File: src/rtl/pipe_stage_reg_pkg.sv
`default_nettype none
// ============================================================================
// Module   : pipe_stage_reg_pkg
// Purpose  : Shared width defaults and state encoding for the pipeline
//            stage register and its payload sub-register.
// Revision : 1.0 - initial release
// ============================================================================
package pipe_stage_reg_pkg;

  localparam int unsigned C_DEF_DATA_W = 32;
  localparam int unsigned C_DEF_ADDR_W = 32;
  localparam int unsigned C_DEF_IR_W   = 32;
  localparam int unsigned C_DEF_CTRL_W = 22;

  // Occupancy of the two-entry skid buffer.
  typedef enum logic [1:0] {
    EMPTY = 2'd0,
    ONE   = 2'd1,
    TWO   = 2'd2
  } stage_state_e;

endpackage : pipe_stage_reg_pkg
`default_nettype wire

File: src/rtl/pipe_payload_reg.sv
`default_nettype none
// ============================================================================
// Module   : pipe_payload_reg
// Purpose  : Enable-load register holding one concatenated stage payload.
//            Clears on reset, otherwise holds its value unless load is set.
// Revision : 1.0 - initial release
// ============================================================================
module pipe_payload_reg
  import pipe_stage_reg_pkg::*;
#(
  parameter int unsigned WIDTH = 150
) (
  input  logic             clk,
  input  logic             rst,
  input  logic             load_i,
  input  logic [WIDTH-1:0] data_i,
  output logic [WIDTH-1:0] data_o
);

  logic [WIDTH-1:0] data_q;

  // Payload storage: cleared by reset, loaded only when enabled.
  always_ff @(negedge clk) begin
    if (rst) begin
      data_q <= '0;
    end else if (load_i) begin
      data_q <= data_i;
    end
  end

  assign data_o = data_q;

endmodule : pipe_payload_reg
`default_nettype wire

File: src/rtl/pipe_stage_reg.sv
`default_nettype none
// ============================================================================
// Module   : pipe_stage_reg
// Purpose  : Two-entry skid-buffer pipeline stage (main + skid register),
//            state updates on the falling clock edge, registered in_ready.
//            Optional bubble counter enabled by macro PIPE_STAGE_STATS_EN.
// Revision : 1.0 - initial release
// ============================================================================
module pipe_stage_reg
  import pipe_stage_reg_pkg::*;
#(
  parameter int unsigned DATA_W = C_DEF_DATA_W,
  parameter int unsigned ADDR_W = C_DEF_ADDR_W,
  parameter int unsigned IR_W   = C_DEF_IR_W,
  parameter int unsigned CTRL_W = C_DEF_CTRL_W
) (
  input  logic              clk,
  input  logic              rst,
  input  logic              flush,
  input  logic              in_valid,
  output logic              in_ready,
  input  logic [ADDR_W-1:0] in_pc,
  input  logic [DATA_W-1:0] in_alu,
  input  logic [DATA_W-1:0] in_op2,
  input  logic [IR_W-1:0]   in_ir,
  input  logic [CTRL_W-1:0] in_ctrl,
  output logic              out_valid,
  input  logic              out_ready,
  output logic [ADDR_W-1:0] out_pc,
  output logic [DATA_W-1:0] out_alu,
  output logic [DATA_W-1:0] out_op2,
  output logic [IR_W-1:0]   out_ir,
  output logic [CTRL_W-1:0] out_ctrl
`ifdef PIPE_STAGE_STATS_EN
  ,
  output logic [31:0]       stat_bubbles
`endif
);

  localparam int unsigned C_PAYLOAD_W = ADDR_W + 2 * DATA_W + IR_W + CTRL_W;

  stage_state_e           state_q, state_d;
  logic                   in_ready_q;
  logic                   main_load, skid_load, main_from_skid;
  logic                   push, pop;
  logic [C_PAYLOAD_W-1:0] in_payload, main_d, main_q, skid_q;

  assign push       = in_valid && in_ready_q;
  assign pop        = out_valid && out_ready;
  assign in_payload = {in_pc, in_alu, in_op2, in_ir, in_ctrl};
  assign main_d     = main_from_skid ? skid_q : in_payload;

  // Next-state and register-load decode; flush overrides every transfer.
  always_comb begin
    state_d        = state_q;
    main_load      = 1'b0;
    skid_load      = 1'b0;
    main_from_skid = 1'b0;
    if (flush) begin
      state_d = EMPTY;
    end else begin
      case (state_q)
        EMPTY: begin
          if (push) begin
            state_d   = ONE;
            main_load = 1'b1;
          end
        end
        ONE: begin
          if (push && pop) begin
            main_load = 1'b1;
          end else if (push) begin
            state_d   = TWO;
            skid_load = 1'b1;
          end else if (pop) begin
            state_d = EMPTY;
          end
        end
        TWO: begin
          if (pop) begin
            state_d        = ONE;
            main_load      = 1'b1;
            main_from_skid = 1'b1;
          end
        end
        default: state_d = EMPTY;
      endcase
    end
  end

  // State and registered ready; ready is computed from next state so it
  // never depends combinationally on out_ready.
  always_ff @(negedge clk) begin
    if (rst) begin
      state_q    <= EMPTY;
      in_ready_q <= 1'b1;
    end else begin
      state_q    <= state_d;
      in_ready_q <= (state_d != TWO);
    end
  end

  pipe_payload_reg #(.WIDTH(C_PAYLOAD_W)) u_main (
    .clk    (clk),
    .rst    (rst),
    .load_i (main_load),
    .data_i (main_d),
    .data_o (main_q)
  );

  pipe_payload_reg #(.WIDTH(C_PAYLOAD_W)) u_skid (
    .clk    (clk),
    .rst    (rst),
    .load_i (skid_load),
    .data_i (in_payload),
    .data_o (skid_q)
  );

  assign in_ready  = in_ready_q;
  assign out_valid = (state_q != EMPTY);
  assign {out_pc, out_alu, out_op2, out_ir, out_ctrl} = main_q;

`ifdef PIPE_STAGE_STATS_EN
  logic [31:0] stat_q;

  // Count edges where downstream was ready but nothing was offered.
  always_ff @(negedge clk) begin
    if (rst) begin
      stat_q <= 32'd0;
    end else if (out_ready && !out_valid) begin
      stat_q <= stat_q + 32'd1;
    end
  end

  assign stat_bubbles = stat_q;
`endif

endmodule : pipe_stage_reg
`default_nettype wire

File: config.mk
export PLATFORM = sky130hd
export DESIGN_NAME = pipe_stage_reg
export DESIGN_NICKNAME = d
export VERILOG_FILES = /design/src/rtl/pipe_stage_reg_pkg.sv /design/src/rtl/pipe_payload_reg.sv /design/src/rtl/pipe_stage_reg.sv
export SDC_FILE = /design/constraint.sdc
export NUM_CORES = 1
export LEC_CHECK = 0
export CAP_MARGIN = 10
export CORE_MARGIN = 8
export CORE_UTILIZATION = 45
export CTS_BUF_LIST = sky130_fd_sc_hd__clkbuf_4 sky130_fd_sc_hd__clkbuf_8 sky130_fd_sc_hd__clkbuf_16
export DETAILED_ROUTE_END_ITERATION = 10
export PLACE_DENSITY = 0.74
export SYNTH_ARGS = -nofsm -noshare
export SYNTH_HDL_FRONTEND = slang
export SYNTH_SLANG_ARGS = --single-unit
File: constraint.sdc
create_clock -name clk -period 1.9 [get_ports clk]
set_input_delay 0.38 -clock clk [delete_from_list [all_inputs] [get_ports clk]]
set_output_delay 0.38 -clock clk [all_outputs]
set_load 0.01 [all_outputs]
### Yosys cells after proc, flatten, opt, wreduce, memory -nomap -nowiden

Cells that the tools add are included.
W data, S select, Z words.

| word-level totals | value |
|---|---|
| memories kept | 0 |
| input bits | 155 |
| register bits after elaboration | 303 |
| word-level logic and storage cells | 30 |
| bits in read-only memories | 0 |
| latch bits | 0 |
| memory bits (writable) | 0 |

| operators by class | value |
|---|---|
| eq/ne operators | 3 |
| shift operators | 0 |
| multiplexer cells | 18 |
| reduce and logical (&&, ||, !) cells | 5 |
| add/sub/neg operators | 0 |
| bitwise logic cells | 0 |
| divide/modulo/power cells | 0 |
| $mul | 0 |
| $lt $le $gt $ge | 0 |

Operator list:

| kind | number |
|---|---|
| $mux W150 | 1 |
| $mux W2 | 6 |
| $mux W1 | 9 |
| $pmux W2 S3 | 1 |
| $logic_and A1 B1 Y1 | 3 |
| $pmux W1 S3 | 1 |
| $eq A2 B1 Y1 const B | 1 |
| $eq A2 B2 Y1 const B | 1 |
| $logic_not A2 Y1 | 1 |
| $ne A2 B2 Y1 const B | 1 |
| $reduce_bool A2 Y1 | 1 |

### Depth between registers and ports, before layout

Gate-level depths: netlist of run 1.

| depth | value |
|---|---|
| depth in word-level cells | 8 |
| gate-level depth with buffers | 7 |
| depth with buffers taken out | 4 |

### Cells and area by module

A second synthesis of run 1 with hierarchy kept.

| second synthesis, totals | value |
|---|---|
| cells, all modules | 1,158 |
| area, all modules | 12,703.4 um2 |

Modules (own cells, without submodules):

| module | times used | area each (um2) | cells each |
|---|---|---|---|
| pipe_payload_reg | 2 | 5,347.6 | 485 |
| pipe_stage_reg | 1 | 2,008.2 | 188 |

==> flow_metrics.py, run 1 <==
metrics = {
    "die": {
        "rows": 61,
        "ios": 307,
        "die_w_um": 183,
        "initial_core_util": 0.453,
        "die_y_um": 183,
        "die_area_um2": 33300,
        "core-area_um2": 27600,
    },
    "power": {
        "pwr-share-comb": 0.164,
        "fin_total_pwr_w": 0.0211,
        "clkPwrFrac": 0.503,
        "intPower_w": 0.0134,
        "peakVddDrop_uv": 776,
        "power.density_nw_per_um2": 853,
        "pwr-share-seq": 0.333,
        "p_leak_nw": 10.5,
        "swShare": 0.366,
        "switching_power_w": 0.00771,
    },
    "cells_and_area": {
        "antenna_cells": 0,
        "syn_to_final_growth_pct": 98.0,
        "final_cell_mix": "inv_1, buf_6, nand2_1",
        "final_area_um2": 24700,
        "num-nets-final": 2333,
        "fill_cells": 976,
        "multi_input_area_um2": 7870,
        "drive_gt1_frac": 0.504,
        "final_common_cell": "inv_1",
        "seq_area_um2": 6270,
    },
    "status": {
        "status": "finished, violations left",
        "failed_checks": "setup timing",
    },
    "worst_setup_path": {
        "cp.required_ns": 1.52,
        "path_depth": 1,
        "worstPathArrival_ns": 2.28,
        "path_max_fanout": 2,
        "critPathKind": "flip-flop to output port",
        "cp.buffers_inverters": 1,
        "r2r_cells": 9,
        "r2r_start": "state_q[1]",
        "critPathMaxStageDelay_ns": 0.47,
        "r2r_slack_ns": -0.27,
        "slowest_stage": "dfxtp_4",
        "crit_family": "flip-flops",
        "cp-end-kind": "output port",
        "reg2reg_to": "u_main.data_o[118]",
        "crit_chain": "buf_6",
        "worstSetupStartpointType": "flip-flop",
    },
    "clock_tree": {
        "cts_tree": "built",
        "ctsLongestPathBuffers": 3,
        "cts_sinks": 303,
        "cts_buffers": 35,
        "htreeDepth": 2,
        "clk_latency_ns": 0.79,
        "clk_pin_slew_ns": 0.33,
        "cts.root.buffer_cell": "clkbuf_16",
    },
    "route": {
        "drtIter0Drc": 1689,
        "drt_first_pass_iters": 8,
        "vias": 15861,
        "wl_per_cell_um": 27.8,
        "routed_wl_um": 71600,
        "drc": 0,
        "drt-vias-per-instance": 6.15,
        "ant_nets": 0,
    },
    "min_path": {
        "min_path_cells": 2,
        "hp-start": "u_skid.data_o[95]",
        "worstHoldPathType": "flip-flop to flip-flop",
        "worst_hold_path.endpoint": "u_main.data_o[95]",
    },
    "timing": {
        "worst_slack_ns": -0.759,
        "setup_viol": 452,
        "grt_setup_unrepaired": "true",
        "finalHoldViolCount": 0,
        "relSlewSlack": 0.660,
        "maxSlewViolCount": 0,
        "skew_ns": 0.199,
        "worstMarginPinSlew_ns": 0.509,
    },
    "place": {
        "numPortBuffers": 306,
        "place.gp.congestion": 0.764,
        "dp_slack_ns": -1.28,
        "dp_hpwl_um": 24700,
        "place_area_um2": 16800,
    },
    "synth": {
        "syn_nets": 1494,
        "ys_types": 25,
        "ys_seq_area_frac": 0.486,
        "ys_ff_latch": 303,
        "synth_area_um2": 12500,
        "ys_warn_count": 0,
        "syn_area_per_cell_um2": 9.32,
        "netlist_instances": 1339,
        "yosysTopAreaCell": "dfxtp_1",
        "netlist_top_cells_area": "dfxtp_1, mux2i_1, a211oi_2, nand2_1, a21oi_1",
        "netlist.area_leader.share": 0.486,
    },
    "flow_run": {
        "cap_violations": 0,
    },
    "global_routing": {
        "grt_max_degree": 79,
        "antenna_found_initial": 3,
        "grt_usage": 0.264,
        "grt.overflow.total": 0,
        "grt_pass1_vias": 14389,
        "grt_pass1_wl_um": 71500,
    },
}
## cells by family after synthesis
| logic type | after synthesis | synth area share |
|---|---|---|
| simple gates | 463 | 0.143 |
| buf+inv | 119 | 0.0575 |
| xor+xnor | 1 | 0.000702 |
| mux | 151 | 0.121 |
| compound gates | 302 | 0.192 |
| flops | 303 | 0.486 |
## area by class of cell
cell class,instances,share of cell area
multi-input cells,920,0.319
clock buffers,37,0.0375
well taps,378,0.0191
repair buffers,615,0.318
clock inverters,325,0.0532
flip-flops and latches,303,0.254
## power by group through the flow
stage | clock network [W] | registers, W | logic [W]
4_1_cts | 0.00933 | 0.00698 | 0.00275
6_report | 0.0106 | 0.00702 | 0.00346
2_1_floorplan | 0.000965 | 0.00704 | 0.000827
3_5_place_dp | 0.000965 | 0.00695 | 0.00227
3_3_place_gp | 0.000965 | 0.00695 | 0.00223
5_1_grt | 0.0112 | 0.00702 | 0.00355
## how the worst max path moves through the flow
| stage | from | to | slack [ns] |
|---|---|---|---|
| 2_1_floorplan | out_ready | u_skid.data_o[10] | -0.61 |
| 3_3_place_gp | in_valid | u_main.data_o[115] | -1.20 |
| 3_5_place_dp | out_ready | u_main.data_o[118] | -1.28 |
| 4_1_cts | state_q[1] | out_valid | -0.69 |
| 5_1_grt | u_main.data_o[111] | out_alu[25] | -0.79 |
| 6_report | u_main.data_o[111] | out_alu[25] | -0.76 |
## through the flow
| stage | instances | util | setup TNS (ns) | hold WS, ns |
|---|---|---|---|---|
| after floorplan | 1339 | - | -168.32 | 0.432 |
| after global placement | 2029 | 0.608 | -394.54 | 0.437 |
| after detailed placement | 2029 | 0.608 | -403.56 | 0.443 |
| after CTS | 2470 | 0.765 | -136.80 | 0.449 |
| after global routing | 2578 | 0.897 | -181.04 | 0.467 |
| final | 2578 | 0.897 | -171.07 | 0.451 |
## flip-flops by register name (all words and copies together), names as in the netlist
register	count
u_main.data_o	150
u_skid.data_o	150
state_q	2
in_ready	1
## routing by layer
layer  vias to the layer above  wire length (µm)  share of wire  track usage
li1                       6308                 -              -            -
met1                      7570             23600           0.33        0.271
met2                      1442             33800           0.47        0.458
met3                       537              8020           0.11       0.0917
met4                         4              6140          0.086        0.164
met5                         -                28        0.00039            0
## cell usage after synthesis (all sizes together)
cell type	count
dfxtp	303
nand2	301
mux2i	151
nor2	151
a211oi	150
a21oi	150
buf	71
clkbuf	47
nor4	2
or4	2
a31oi	1
inv	1
nand2b	1
nand3b	1
nand4b	1
nand4bb	1
nor3	1
nor4bb	1
o21a	1
or2	1
xnor2	1
## repair_timing
item	CTS	global route
endpoints found under the setup margin	455	453
gates resized for setup	1048	599
hold buffers	0	0
buffers inserted	48	73
endpoints found under the hold margin	0	0
pin swaps	30	209
gates cloned	32	54
Power figures use the tool's default switching activity.
==> run 2: changes to the inputs <==
--- a/config.mk
+++ b/config.mk
@@ -9,8 +9,9 @@
 export CORE_MARGIN = 8
 export CORE_UTILIZATION = 45
 export CTS_BUF_LIST = sky130_fd_sc_hd__clkbuf_4 sky130_fd_sc_hd__clkbuf_8 sky130_fd_sc_hd__clkbuf_16
+export CTS_CLUSTER_SIZE = 12
 export DETAILED_ROUTE_END_ITERATION = 10
-export PLACE_DENSITY = 0.74
+export PLACE_DENSITY = 0.77
 export SYNTH_ARGS = -nofsm -noshare
 export SYNTH_HDL_FRONTEND = slang
 export SYNTH_SLANG_ARGS = --single-unit
==> constraint.sdc (replaced) <==
create_clock -name clk -period 2.4 [get_ports clk]
set_input_delay 0.48 -clock clk [delete_from_list [all_inputs] [get_ports clk]]
set_output_delay 0.48 -clock clk [all_outputs]
set_load 0.01 [all_outputs]
==> flow_metrics.py, run 2 (synthesis gave the netlist of run 1 again) <==
metrics = {
    "status": {
        "status": "finished, violations left",
        "failed_checks": "setup timing",
    },
    "worst_setup_path": {
        "worstSetupStartpointType": "flip-flop",
        "cp-end-kind": "output port",
        "crit_path_start": "state_q[0]",
        "critPathKind": "flip-flop to output port",
        "reg2reg_to": "u_main.data_o[104]",
        "r2r_cells": 10,
        "path_max_fanout": 2,
        "r2r_start": "state_q[0]",
        "r2r_slack_ns": 0.24,
        "cp.required_ns": 1.92,
        "worstPathArrival_ns": 2.44,
    },
    "clock_tree": {
        "cts_tree": "built",
        "cts.root.buffer_cell": "clkbuf_16",
        "cts_hold_buf": 0,
        "htreeDepth": 2,
        "clk_latency_ns": 0.63,
        "ctsLongestPathBuffers": 3,
        "clk_pin_slew_ns": 0.05,
        "cts_sinks": 303,
        "cts_buffers": 35,
    },
    "flow_run": {
        "cap_violations": 0,
    },
    "timing": {
        "grt_setup_unrepaired": "true",
        "hold_slack_ns": 0.450,
        "finalSetupTns_ns": -95.46,
        "skew_ns": 0.0649,
        "worst_slack_ns": -0.524,
        "finalHoldViolCount": 0,
        "setup_viol": 452,
        "relSlewSlack": 0.717,
        "maxSlewViolCount": 0,
        "worstMarginPinSlew_ns": 0.422,
    },
    "global_routing": {
        "grt_pass1_wl_um": 77400,
        "use_met3": 0.105,
        "grt.overflow.total": 0,
        "met2_usage": 0.501,
        "antenna_found_initial": 0,
        "grt_max_degree": 32,
        "grt_pass1_vias": 15224,
        "groute.layer.met1.usage": 0.288,
        "grt_usage": 0.292,
        "top_usage_layer": "met2",
    },
    "cells_and_area": {
        "syn_to_final_growth_pct": 94.3,
        "num-nets-final": 2329,
        "final_cell_mix": "inv_1, nand2_1, buf_6",
        "final_cells": 2576,
        "finish.utilization": 0.880,
        "final_common_cell": "inv_1",
        "drive_gt1_frac": 0.487,
    },
    "die": {
        "die_y_um": 183,
        "initial_core_util": 0.453,
        "die_w_um": 183,
        "core-area_um2": 27600,
        "die_area_um2": 33300,
        "ios": 307,
        "rows": 61,
    },
    "min_path": {
        "hp-start": "u_skid.data_o[83]",
        "worstHoldPathType": "flip-flop to flip-flop",
        "min_path_cells": 2,
        "worst_hold_path.endpoint": "u_skid.data_o[83]",
    },
    "place": {
        "numPortBuffers": 306,
        "dpl.cell_count": 2023,
        "dp_hpwl_um": 25400,
        "place.gp.congestion": 0.803,
        "dp_slack_ns": -1.16,
    },
    "route": {
        "drtIter0Drc": 1400,
        "routed_wl_um": 66000,
        "wl_per_cell_um": 25.6,
        "drt-vias-per-instance": 5.90,
        "drc": 0,
        "vias": 15201,
        "drt_first_pass_iters": 6,
        "ant_nets": 0,
    },
    "power": {
        "peakVddDrop_uv": 689,
        "p_leak_nw": 10.2,
        "power.density_nw_per_um2": 662,
    },
}
==> run 2: worst max path at each step <==
stage,cells past startpoint,end
after global routing,2,out_valid
final,2,out_valid
after global placement,8,u_skid.data_o[149]
after floorplan,7,u_skid.data_o[10]
after CTS,2,out_valid
after detailed placement,7,u_main.data_o[132]
==> run 2: worst max-delay path, stage by stage (launching register included) <==
cell	delay, ns
dfxtp_2	0.32
or2_4	0.22
buf_6	0.13
==> run 2: final cells by class <==
class	instances	area, µm²
Tap cell	378	473
Clock buffer	37	926
Timing Repair Buffer	612	7690
Antenna cell	1	2.50
Multi-Input combinational cell	919	7600
Sequential cell	303	6290
Clock inverter	326	1270
Fill cell	1120	3300
==> run 2: per-layer routing <==
metal | share of wire | routed length, µm
met4 | 0.083 | 5460
met5 | 0 | 0
met1 | 0.34 | 22200
met3 | 0.088 | 5800
met2 | 0.49 | 32600
==> run 2: through the flow <==
step                      area, µm²  power [W]
final                         24200     0.0161
after global placement        16800    0.00803
after floorplan               12600    0.00699
after global routing          24200     0.0167
after detailed placement      16800    0.00807
after CTS                     21800     0.0149
==> run 2: power by group <==
| group | switching [W] | internal, W | total [W] |
|---|---|---|---|
| logic | 0.00118 | 0.00143 | 0.00261 |
| clock network | 0.00433 | 0.00358 | 0.00791 |
| registers | 0.000220 | 0.00533 | 0.00555 |
| total | 0.00573 | 0.0103 | 0.0161 |
==> run 2: repair_timing <==
item	CTS	global route
pin swaps	64	170
gates cloned	44	25
gates resized for setup	1132	448
hold endpoints to repair	0	0
endpoints found under the setup margin	455	453
buffers inserted	80	68
==> run 3: changes to the inputs <==
--- a/config.mk
+++ b/config.mk
@@ -11,6 +11,7 @@
 export CTS_BUF_LIST = sky130_fd_sc_hd__clkbuf_4 sky130_fd_sc_hd__clkbuf_8 sky130_fd_sc_hd__clkbuf_16
 export CTS_CLUSTER_SIZE = 12
 export DETAILED_ROUTE_END_ITERATION = 10
+export MAX_ROUTING_LAYER = met4
 export PLACE_DENSITY = 0.77
 export SYNTH_ARGS = -nofsm -noshare
 export SYNTH_HDL_FRONTEND = slang
==> flow_metrics.py, run 3 (synthesis gave the netlist of run 1 again) <==
metrics = {
    "power": {
        "switching_power_w": 0.00621,
        "intPower_w": 0.0104,
        "pwr-share-seq": 0.336,
        "power.density_nw_per_um2": 651,
        "pwr-share-comb": 0.166,
        "clkPwrFrac": 0.498,
        "swShare": 0.374,
        "fin_total_pwr_w": 0.0166,
        "p_leak_nw": 10.5,
        "peakVddDrop_uv": 549,
    },
    "route": {
        "drtIter0Drc": 1604,
        "wl_met2_um": 35600,
        "ant_nets": 0,
        "wl_per_cell_um": 28.4,
        "drt-vias-per-instance": 6.14,
        "top_layer_used": "met4",
        "met3_length_um": 6800,
        "drt_first_pass_iters": 5,
        "wl_met1_um": 24200,
        "vias": 15887,
        "routed_wl_um": 73400,
        "drc": 0,
    },
    "global_routing": {
        "grt_usage": 0.300,
        "grt.overflow.total": 0,
        "antenna_found_initial": 2,
        "grt_pass1_wl_um": 77400,
        "grt_max_degree": 32,
        "grt_pass1_vias": 15212,
    },
    "timing": {
        "worst_slack_ns": -0.524,
        "hold_slack_ns": 0.479,
        "skew_ns": 0.186,
        "grt_setup_unrepaired": "true",
        "worstMarginPinSlew_ns": 0.377,
        "finalSetupTns_ns": -100.72,
        "relSlewSlack": 0.749,
        "finalHoldViolCount": 0,
        "maxSlewViolCount": 0,
        "setup_viol": 451,
    },
    "worst_setup_path": {
        "cp.required_ns": 1.92,
        "slowest_stage": "dfxtp_2",
        "crit_chain": "or2_4, buf_6",
        "critPathMaxStageDelay_ns": 0.31,
        "critPathKind": "flip-flop to output port",
        "path_max_fanout": 2,
        "cp-end-kind": "output port",
        "worstPathArrival_ns": 2.44,
        "worstSetupStartpointType": "flip-flop",
    },
    "die": {
        "core-area_um2": 27600,
        "rows": 61,
        "ios": 307,
        "die_area_um2": 33300,
        "die_w_um": 183,
        "die_y_um": 183,
        "initial_core_util": 0.453,
    },
    "clock_tree": {
        "clk_pin_slew_ns": 0.05,
        "cts_sinks": 303,
        "cts_buffers": 35,
        "ctsLongestPathBuffers": 3,
        "cts_hold_buf": 0,
        "clk_latency_ns": 0.76,
        "htreeDepth": 2,
        "cts_tree": "built",
        "cts.root.buffer_cell": "clkbuf_16",
    },
    "place": {
        "place_area_um2": 16800,
        "dp_slack_ns": -1.16,
        "numPortBuffers": 306,
        "place.gp.congestion": 0.815,
        "dp_hpwl_um": 25400,
    },
    "cells_and_area": {
        "fill_cells": 862,
        "syn_to_final_growth_pct": 104,
        "final_common_cell": "inv_1",
        "final_cell_mix": "inv_1, buf_6, dfxtp_1",
        "drive_gt1_frac": 0.573,
        "num-nets-final": 2338,
        "final_area_um2": 25500,
    },
    "status": {
        "failed_checks": "setup timing",
        "status": "finished, violations left",
    },
    "min_path": {
        "worstHoldPathType": "flip-flop to flip-flop",
    },
    "flow_run": {
        "cap_violations": 0,
    },
}
[run 3: changes by cell type in the layout (fill, tap and decap cells not counted), sizes merged]
cell / previous run / this run
buf: 441 / 448
diode: 1 / 4
bufbuf: 0 / 1
clkbuf: 58 / 59
[run 3: path summary, 6_finish.rpt]
path | from | end | slack [ns] | cells after the start
worst max-delay path | state_q[0] | out_valid | -0.52 | 2
worst min-delay path | u_skid.data_o[109] | u_skid.data_o[109] | 0.48 | 2
worst max register to register | state_q[0] | u_main.data_o[68] | 0.22 | 10
worst min register to register | u_skid.data_o[109] | u_skid.data_o[109] | 0.48 | 2
[run 3: metal layers]
metal | up-vias | global-route usage
met5 | - | -
met4 | 0 | 0.216
met3 | 613 | 0.101
met2 | 1380 | 0.501
met1 | 7552 | 0.291
li1 | 6342 | -
[run 3: critical path: cells and delay by family, from the launching register on]
kind,cells,cell delay (ns)
flops,1,0.31
simple gates,1,0.22
buf+inv,1,0.13
[run 3: per-stage QoR]
| stage | std cells | util |
|---|---|---|
| final | 2588 | 0.925 |
| after global routing | 2587 | 0.925 |
| after CTS | 2509 | 0.792 |
| after detailed placement | 2023 | 0.609 |
| after global placement | 2023 | 0.609 |
| after floorplan | 1339 | - |
[run 3: power groups by stage]
stage	Sequential (W)	Clock (W)	Combinational (W)
global route	0.00557	0.00873	0.00283
CTS	0.00553	0.00717	0.00218
detailed placement	0.00551	0.000764	0.00180
floorplan	0.00557	0.000764	0.000655
global placement	0.00550	0.000764	0.00176
finish	0.00557	0.00827	0.00276
[run 3: final cells by class]
class                      count  area [µm²]  area share
multi-input combinational    919        8660       0.340
sequential                   303        6290       0.247
clock inverter               326        1270      0.0498
antenna                        4        10.0    0.000393
clock buffer                  37         926      0.0363
timing repair buffer         621        7850       0.308
tap                          378         473      0.0186
[run 3: repair_timing]
| action | CTS | global route |
|---|---|---|
| setup endpoints to repair | 455 | 453 |
| gates cloned | 44 | 27 |
| buffers inserted | 80 | 78 |
| resized for setup | 1132 | 737 |
| pin swaps | 64 | 319 |
